[src/rtl/serial_adder_ctrl.sv]
// Bit-serial add/subtract engine: one full_adder cell processes the operand
// pair LSB first, one bit per clock, with valid/ready handshakes on both sides.

module full_adder (
  input  logic ain,
  input  logic bin,
  input  logic cin,
  output logic sum,
  output logic cout
);
  assign sum  = ain ^ bin ^ cin;
  assign cout = (ain & bin) | (ain & cin) | (bin & cin);
endmodule

module serial_adder_ctrl #(
  parameter int unsigned WIDTH = 8
) (
  input  logic             clk,
  input  logic             rst_n,
  input  logic             in_valid,
  output logic             in_ready,
  input  logic [WIDTH-1:0] a,
  input  logic [WIDTH-1:0] b,
  input  logic             sub,
  output logic             out_valid,
  input  logic             out_ready,
  output logic [WIDTH-1:0] sum,
  output logic             cout,
  output logic             ovf,
  output logic             busy
);
  localparam int unsigned CW = $clog2(WIDTH + 1);

  typedef enum logic [1:0] {IDLE, RUN, DONE} state_t;

  state_t           state, state_nx;
  logic [WIDTH-1:0] a_sh, b_sh, res, res_nx;
  logic [CW-1:0]    cnt;
  logic             carry;
  logic             fa_s, fa_c;
  logic             accept, last;

  full_adder u_fa (
    .ain  (a_sh[0]),
    .bin  (b_sh[0]),
    .cin  (carry),
    .sum  (fa_s),
    .cout (fa_c)
  );

  assign accept = (state == IDLE) && in_valid;
  assign last   = (state == RUN) && (cnt == CW'(WIDTH - 1));

  generate
    if (WIDTH == 1) begin : g_w1
      assign res_nx = fa_s;
    end else begin : g_wn
      assign res_nx = {fa_s, res[WIDTH-1:1]};
    end
  endgenerate

  always_ff @(posedge clk or negedge rst_n) begin
    if (!rst_n) state <= IDLE;
    else        state <= state_nx;
  end

  always_comb begin
    state_nx = state;
    unique case (state)
      IDLE: if (in_valid)  state_nx = RUN;
      RUN:  if (last)      state_nx = DONE;
      DONE: if (out_ready) state_nx = IDLE;
      default:             state_nx = IDLE;
    endcase
  end

  // Results are copied into dedicated output registers on the final bit so they
  // survive the next accept (which reloads carry) until the following DONE.
  always_ff @(posedge clk or negedge rst_n) begin
    if (!rst_n) begin
      a_sh  <= '0;
      b_sh  <= '0;
      res   <= '0;
      cnt   <= '0;
      carry <= 1'b0;
      sum   <= '0;
      cout  <= 1'b0;
      ovf   <= 1'b0;
    end else if (accept) begin
      a_sh  <= a;
      b_sh  <= b ^ {WIDTH{sub}};
      carry <= sub;
      cnt   <= '0;
    end else if (state == RUN) begin
      a_sh  <= a_sh >> 1;
      b_sh  <= b_sh >> 1;
      res   <= res_nx;
      carry <= fa_c;
      cnt   <= cnt + CW'(1);
      if (last) begin
        sum  <= res_nx;
        cout <= fa_c;
        // carry here is the carry into the MSB
        ovf  <= carry ^ fa_c;
      end
    end
  end

  assign in_ready  = (state == IDLE);
  assign out_valid = (state == DONE);
  assign busy      = (state == RUN) || (state == DONE);

endmodule

[config.mk]
export PLATFORM = sky130hd
export DESIGN_NAME = serial_adder_ctrl
export DESIGN_NICKNAME = d
export VERILOG_FILES = /design/src/rtl/serial_adder_ctrl.sv
export SDC_FILE = /design/constraint.sdc
export NUM_CORES = 1
export LEC_CHECK = 0
export ABC_CLOCK_PERIOD_IN_PS = 4900
export CAP_MARGIN = 20
export CORE_MARGIN = 10
export CORE_UTILIZATION = 40
export DETAILED_ROUTE_END_ITERATION = 10
export GPL_ROUTABILITY_DRIVEN = 0
export PLACE_DENSITY_LB_ADDON = 0.15
export SLEW_MARGIN = 20
export SYNTH_ARGS = -nofsm -noshare
export SYNTH_HDL_FRONTEND = slang
export SYNTH_SLANG_ARGS = --single-unit
export TNS_END_PERCENT = 100
[constraint.sdc]
create_clock -name clk -period 4.9 [get_ports clk]
set_clock_uncertainty 0.05 [all_clocks]
set_input_delay 1.47 -clock clk [delete_from_list [all_inputs] [get_ports clk]]
set_output_delay 1.47 -clock clk [all_outputs]
set_load 0.02 [all_outputs]
==> results.toml, run 1 <==
[sta]
fin_tns_setup_ps = 0
fmax_mhz = 316
postLayoutSetupSlackWorst_ps = 1730
fin_crit_ps = 3170
period_share_pct = 64.6
worst_pin_slew_ps = 891
max-slew-margin-rel_pct = 40.6
drv_slew = 0
holdWs_ps = 460
hold_viol = 0
setup_violations = 0
rsz0062_at_grt = "false"

[logic_synthesis]
synth_largest_area_cell = "dfrtp_1"
ys_ff_latch = 40
synth_nets = 180
syn_inst = 153
synth.avg_cell_area_sq_um = 12.4
synth_area_sq_mm = 0.00190
synth_top_area_share_pct = 52.7
ys_types = 24
yosysWarningCount = 0
synth_area_leaders = "dfrtp_1, mux2i_1, mux2_4"
ys_seq_area_share_pct = 52.7

[clock_tree]
hold_buffers = 0
ctsResizeCount = 0
root_buffer = "clkbuf_8"
cts.clk_slew.worst_paths_ps = 80
clock_sinks = 40
numCtsBuffers = 5
clk_path_buf_depth = 2
cts_htree_levels = 2
clk-insertion-delay-late_ps = 290
cts_tree = "yes"
cts_setup_buffers = 0

[worst_hold_path]
min_to = "sum[3]$_DFFE_PN0P_"
holdCritPathClass = "reg -> reg"
hold_path_depth = 1
min_from = "sum[3]$_DFFE_PN0P_"

[floorplanning]
dieArea_sq_mm = 0.00790
rows = 25
ioPinCount = 34
die_w_um = 88.9
design.core.area_sq_mm = 0.00466
die_y_um = 88.9
start_util_pct = 40.7

[drt]
first_pass_iters = 2
drc = 0
wire_per_inst_um = 14.1
drt-total-wl_um = 3390
via_per_inst = 4.88
vias = 1170
first_iter_violations = 55
ant_nets = 0

[cells_and_area]
final_layout_size_suffix_gt1_share_pct = 15.6
nets = 212
fill_cells = 419
insertedDiodeCount = 0
area_growth_syn_to_layout_pct = 23.2

[critical_path]
path_class = "reg -> out"
r2r_start = "state[1]$_DFFE_PN0P_"
path_cells = "inv_1, ha_1, clkdlybuf4s50_1"
cpPeakStageDelay_ps = 630
critPathCaptureType = "output port"
ff2ff_setup_slack_ps = 2630
worst_r2r_endpoint = "sum[1]$_DFFE_PN0P_"
path_max_fanout = 4
setup.worst_path.start_class = "flip-flop"
cpMaxStageDelayCell = "clkdlybuf4s50_1"
r2r_cells = 5
cp.arrival_ps = 1650
required_ps = 3380

[grt]
grt_max_degree = 41
grt_pass1_vias = 1260
antenna_found_initial = 0
grt_pass1_wl_um = 5870
grt-ovfl-total = 0
grt_usage_pct = 9.73

[placement]
dpl.hpwl_um = 2380
io_buffers = 33
pre_cts_ws_ps = 1460

[power]
power_density_mw_per_mm2 = 562
leakage_nw = 1.09
fin_total_pwr_mw = 1.31
vdd_ir_drop_max_uv = 178

[status]
status = "finished, final reports clean"

[job]
maxCapViolations = 0
placed cells by master, fill, tap and decap left out:
cell / Yosys / layout
and2_4: 1 / 1
fa_1: 1 / 1
mux2_2: 8 / 8
nor2_1: 4 / 4
clkinv_2: 0 / 2
dfrtp_1: 40 / 40
nand4_1: 1 / 1
mux2i_1: 16 / 16
nor3_1: 1 / 1
xnor2_1: 2 / 2
xor2_1: 10 / 10
ha_1: 5 / 5
o21ai_0: 16 / 16
a211oi_1: 1 / 1
nand3b_1: 3 / 3
or3b_1: 1 / 1
and2b_1: 1 / 1
buf_2: 3 / 1
nand2_1: 19 / 19
inv_1: 2 / 2
clkdlybuf4s50_1: 0 / 32
nor2b_1: 1 / 1
o32a_1: 1 / 1
buf_4: 0 / 1
clkbuf_8: 0 / 6
mux2_4: 10 / 10
kinds of logic (layout without fill, tap and decap cells):
kind of cell / count (synthesis) / in the layout / synth area share, %
AOI/OAI and AO/OA: 18 / 18 / 5.14
xor gates and xnor gates: 12 / 12 / 5.54
adders and majority gates: 6 / 6 / 4.35
buffers and inverters: 11 / 44 / 3.16
DFF: 40 / 40 / 52.7
muxes: 34 / 34 / 21.1
and+or+nand+nor: 32 / 32 / 7.98
synth_stat cells:
master	n
nand4_1	1
a211oi_1	1
nor2b_1	1
inv_1	2
xor2_1	10
fa_1	1
mux2_2	8
nand3b_1	3
buf_2	3
clkbuf_1	4
ha_1	5
and2b_1	1
nor3_1	1
buf_6	2
nand2_1	19
mux2i_1	16
xnor2_1	2
or3b_1	1
dfrtp_1	40
nor2_1	4
o21ai_0	16
and2_4	1
mux2_4	10
o32a_1	1
layer usage:
metal / GRT usage, % / wire length [um]
met3: 3.50 / 163
met4: 5.73 / 79
met2: 15.2 / 1570
met1: 11.2 / 1580
met5: 0 / 0
per-stage QoR:
step                instances  util (%)  instance area [sq um]
detailed placement        232      48.2                   2250
CTS                       240      50.2                   2340
global route              240      50.2                   2340
global placement          232      48.2                   2250
floorplan                 153         -                   1900
finish                    240      50.2                   2340
worst max path at each step:
stage / from / to / slack [ps] / depth (start not counted)
6_report: state[1]$_DFFE_PN0P_ / in_ready / 1730 / 3
5_1_grt: state[0]$_DFFE_PN0P_ / in_ready / 1640 / 3
4_1_cts: state[0]$_DFFE_PN0P_ / in_ready / 1720 / 3
3_5_place_dp: in_valid / cout$_DFFE_PN0P_ / 1460 / 4
3_3_place_gp: in_valid / cout$_DFFE_PN0P_ / 1500 / 4
2_1_floorplan: in_valid / cout$_DFFE_PN0P_ / 2180 / 5
power by group:
group	internal [mW]	switching [mW]	leakage, nW
combinational	0.286	0.253	0.529
sequential	0.467	0.0827	0.510
clock	0.112	0.115	0.0510
flip-flops by register name, indices dropped and copies added, names as in the netlist:
| name | flops |
|---|---|
| cnt | 4 |
| carry | 1 |
| a_sh | 8 |
| cout | 1 |
| sum | 8 |
| res | 7 |
| b_sh | 8 |
| ovf | 1 |
| state | 2 |
layout make-up:
| type | count | area [sq um] | area share [%] |
|---|---|---|---|
| Timing Repair Buffer | 34 | 333 | 14.2 |
| Inverter | 2 | 7.51 | 0.321 |
| Tap cell | 54 | 67.6 | 2.89 |
| Multi-Input combinational cell | 102 | 837 | 35.8 |
| Clock buffer | 6 | 82.6 | 3.53 |
| Sequential cell | 40 | 1000 | 42.8 |
| Clock inverter | 2 | 10.0 | 0.428 |
worst max-delay path, delay by kind of cell (launching register included):
| kind | cells | cell delay (ps) |
|---|---|---|
| buffers and inverters | 2 | 740 |
| flip-flops | 1 | 400 |
| adder cells (fa/ha/maj) | 1 | 220 |
(Power assumes the default switching activity.)
==> run 2, diff against run 1 <==
--- a/config.mk
+++ b/config.mk
@@ -5,7 +5,7 @@
 export SDC_FILE = /design/constraint.sdc
 export NUM_CORES = 1
 export LEC_CHECK = 0
-export ABC_CLOCK_PERIOD_IN_PS = 4900
+export ABC_CLOCK_PERIOD_IN_PS = 2740
 export CAP_MARGIN = 20
 export CORE_MARGIN = 10
 export CORE_UTILIZATION = 40
==> constraint.sdc (replaced) <==
create_clock -name clk -period 2.74 [get_ports clk]
set_clock_uncertainty 0.05 [all_clocks]
set_input_delay 0.822 -clock clk [delete_from_list [all_inputs] [get_ports clk]]
set_output_delay 0.822 -clock clk [all_outputs]
set_load 0.02 [all_outputs]
==> run 2 against run 1 <==
Design area decreased by 0.32%. Register-to-register slack worse by 1900 ps. Core utilization is 0.16 points lower. Wire length is 4.3% higher. First-iteration DRC count up 5.5%. Largest cell class unchanged.
==> results.toml, run 2 (synthesis results as in run 1) <==
[placement]
pre_cts_ws_ps = 69.3
placed_area_sq_mm = 0.00225
io_buffers = 33
dpl.hpwl_um = 2530

[critical_path]
cpPeakStageDelay_ps = 630
cp_top_family = "buffers and inverters"
cpMaxStageDelayCell = "clkdlybuf4s50_1"
r2r_start = "state[0]$_DFFE_PN0P_"
worst_r2r_endpoint = "sum[2]$_DFFE_PN0P_"
required_ps = 1870
path_max_fanout = 4
path_class = "reg -> out"
r2r_cells = 5
worst-path-buf-inv = 2
critPathCaptureType = "output port"
ff2ff_setup_slack_ps = 680
path_cells = "inv_1, ha_1, clkdlybuf4s50_1"
setup.worst_path.start_class = "flip-flop"
cp.arrival_ps = 1660

[sta]
hold_viol = 0
worst_pin_slew_ps = 886
setup_violations = 0
fin_tns_setup_ps = 0
max-slew-margin-rel_pct = 40.9
postLayoutSetupSlackWorst_ps = 206
drv_slew = 0
period_share_pct = 92.5
fin_crit_ps = 2530
fmax_mhz = 395
rsz0062_at_grt = "false"

[grt]
grt-ovfl-total = 0
grt_pass1_vias = 1307
grt_pass1_wl_um = 6080
grt_usage_pct = 10.1
grt_max_degree = 41
antenna_found_initial = 0

[power]
vdd_ir_drop_max_uv = 355
power_density_mw_per_mm2 = 998
leakage_nw = 1.09

[drt]
via_per_inst = 4.95
vias = 1189
ant_nets = 0
first_pass_iters = 2
first_iter_violations = 58
drt-total-wl_um = 3540
wire_per_inst_um = 14.7
drc = 0

[worst_hold_path]
min_from = "sum[2]$_DFFE_PN0P_"
min_to = "sum[2]$_DFFE_PN0P_"
holdCritPathClass = "reg -> reg"
hold_path_depth = 1

[clock_tree]
cts.clk_slew.worst_paths_ps = 70
cts_setup_buffers = 0
clk-insertion-delay-late_ps = 290
clock_sinks = 40
clk_path_buf_depth = 2
cts_tree = "yes"
hold_buffers = 0
cts_htree_levels = 2
ctsResizeCount = 0
root_buffer = "clkbuf_8"
numCtsBuffers = 5

[floorplanning]
die_w_um = 88.9
ioPinCount = 34
start_util_pct = 40.7
dieArea_sq_mm = 0.00790
die_y_um = 88.9
rows = 25
design.core.area_sq_mm = 0.00466

[job]
maxCapViolations = 0

[cells_and_area]
reg_top3 = "a_sh (8), b_sh (8), sum (8)"
area_growth_syn_to_layout_pct = 22.8
fin_area_sq_mm = 0.00233
insertedDiodeCount = 0
final_layout_size_suffix_gt1_share_pct = 15.1
fill_cells = 423
final_common_cell = "dfrtp_1"
nets = 213
final_cell_mix = "dfrtp_1, clkdlybuf4s50_1, nand2_1"

[status]
status = "finished, final reports clean"
-- run 2: cell types whose count changed in the layout (fill, tap and decap cells not counted) --
cell / delta
clkbuf_8: -1
clkbuf_1: +1
buf_4: +1
clkinv_2: -1
-- run 2: where the power goes --
group	switching [mW]	leakage [nW]	internal, mW
clock network	0.191	0.0410	0.173
logic	0.453	0.534	0.519
registers	0.156	0.510	0.835
-- run 2: worst reg2reg max path, stage by stage, from the launching register on --
cell and delay [ps]:
dfrtp_1 380, inv_1 90, ha_1 240, and2_4 150, or3b_1 640, mux2_4 390
-- run 2: cell type report --
type	instances	area, sq um	share of cell area, %
flip-flops and latches	40	1000	42.9
clock buffers	6	72.6	3.11
multi-input cells	102	837	35.9
inverters	2	7.51	0.322
clock inverters	1	5.00	0.215
well taps	54	67.6	2.90
repair buffers	35	340	14.6
-- run 2: worst max-delay path by stage --
stage,startpoint,to,slack [ps],cells past startpoint
2_1_floorplan,in_valid,cout$_DFFE_PN0P_,670,5
5_1_grt,state[0]$_DFFE_PN0P_,in_ready,140,3
4_1_cts,state[0]$_DFFE_PN0P_,in_ready,190,3
3_3_place_gp,in_valid,cout$_DFFE_PN0P_,120,4
3_5_place_dp,in_valid,sum[5]$_DFFE_PN0P_,70,4
6_report,state[0]$_DFFE_PN0P_,in_ready,210,3
-- run 2: per-layer routing --
layer | routed length, um | GRT usage, %
met3 | 196 | 4.42
met4 | 69 | 5.29
met1 | 1620 | 11.6
met2 | 1650 | 15.6
met5 | 0 | 0
-- run 2: metrics by stage --
step	hold slack (ps)	utilization (%)	total power [mW]	std cells
3_3_place_gp	440	48.3	1.95	233
6_report	457	50.0	2.33	240
2_1_floorplan	427	-	1.70	153
5_1_grt	481	50.0	2.51	240
4_1_cts	462	50.0	2.37	240
3_5_place_dp	442	48.3	2.00	233
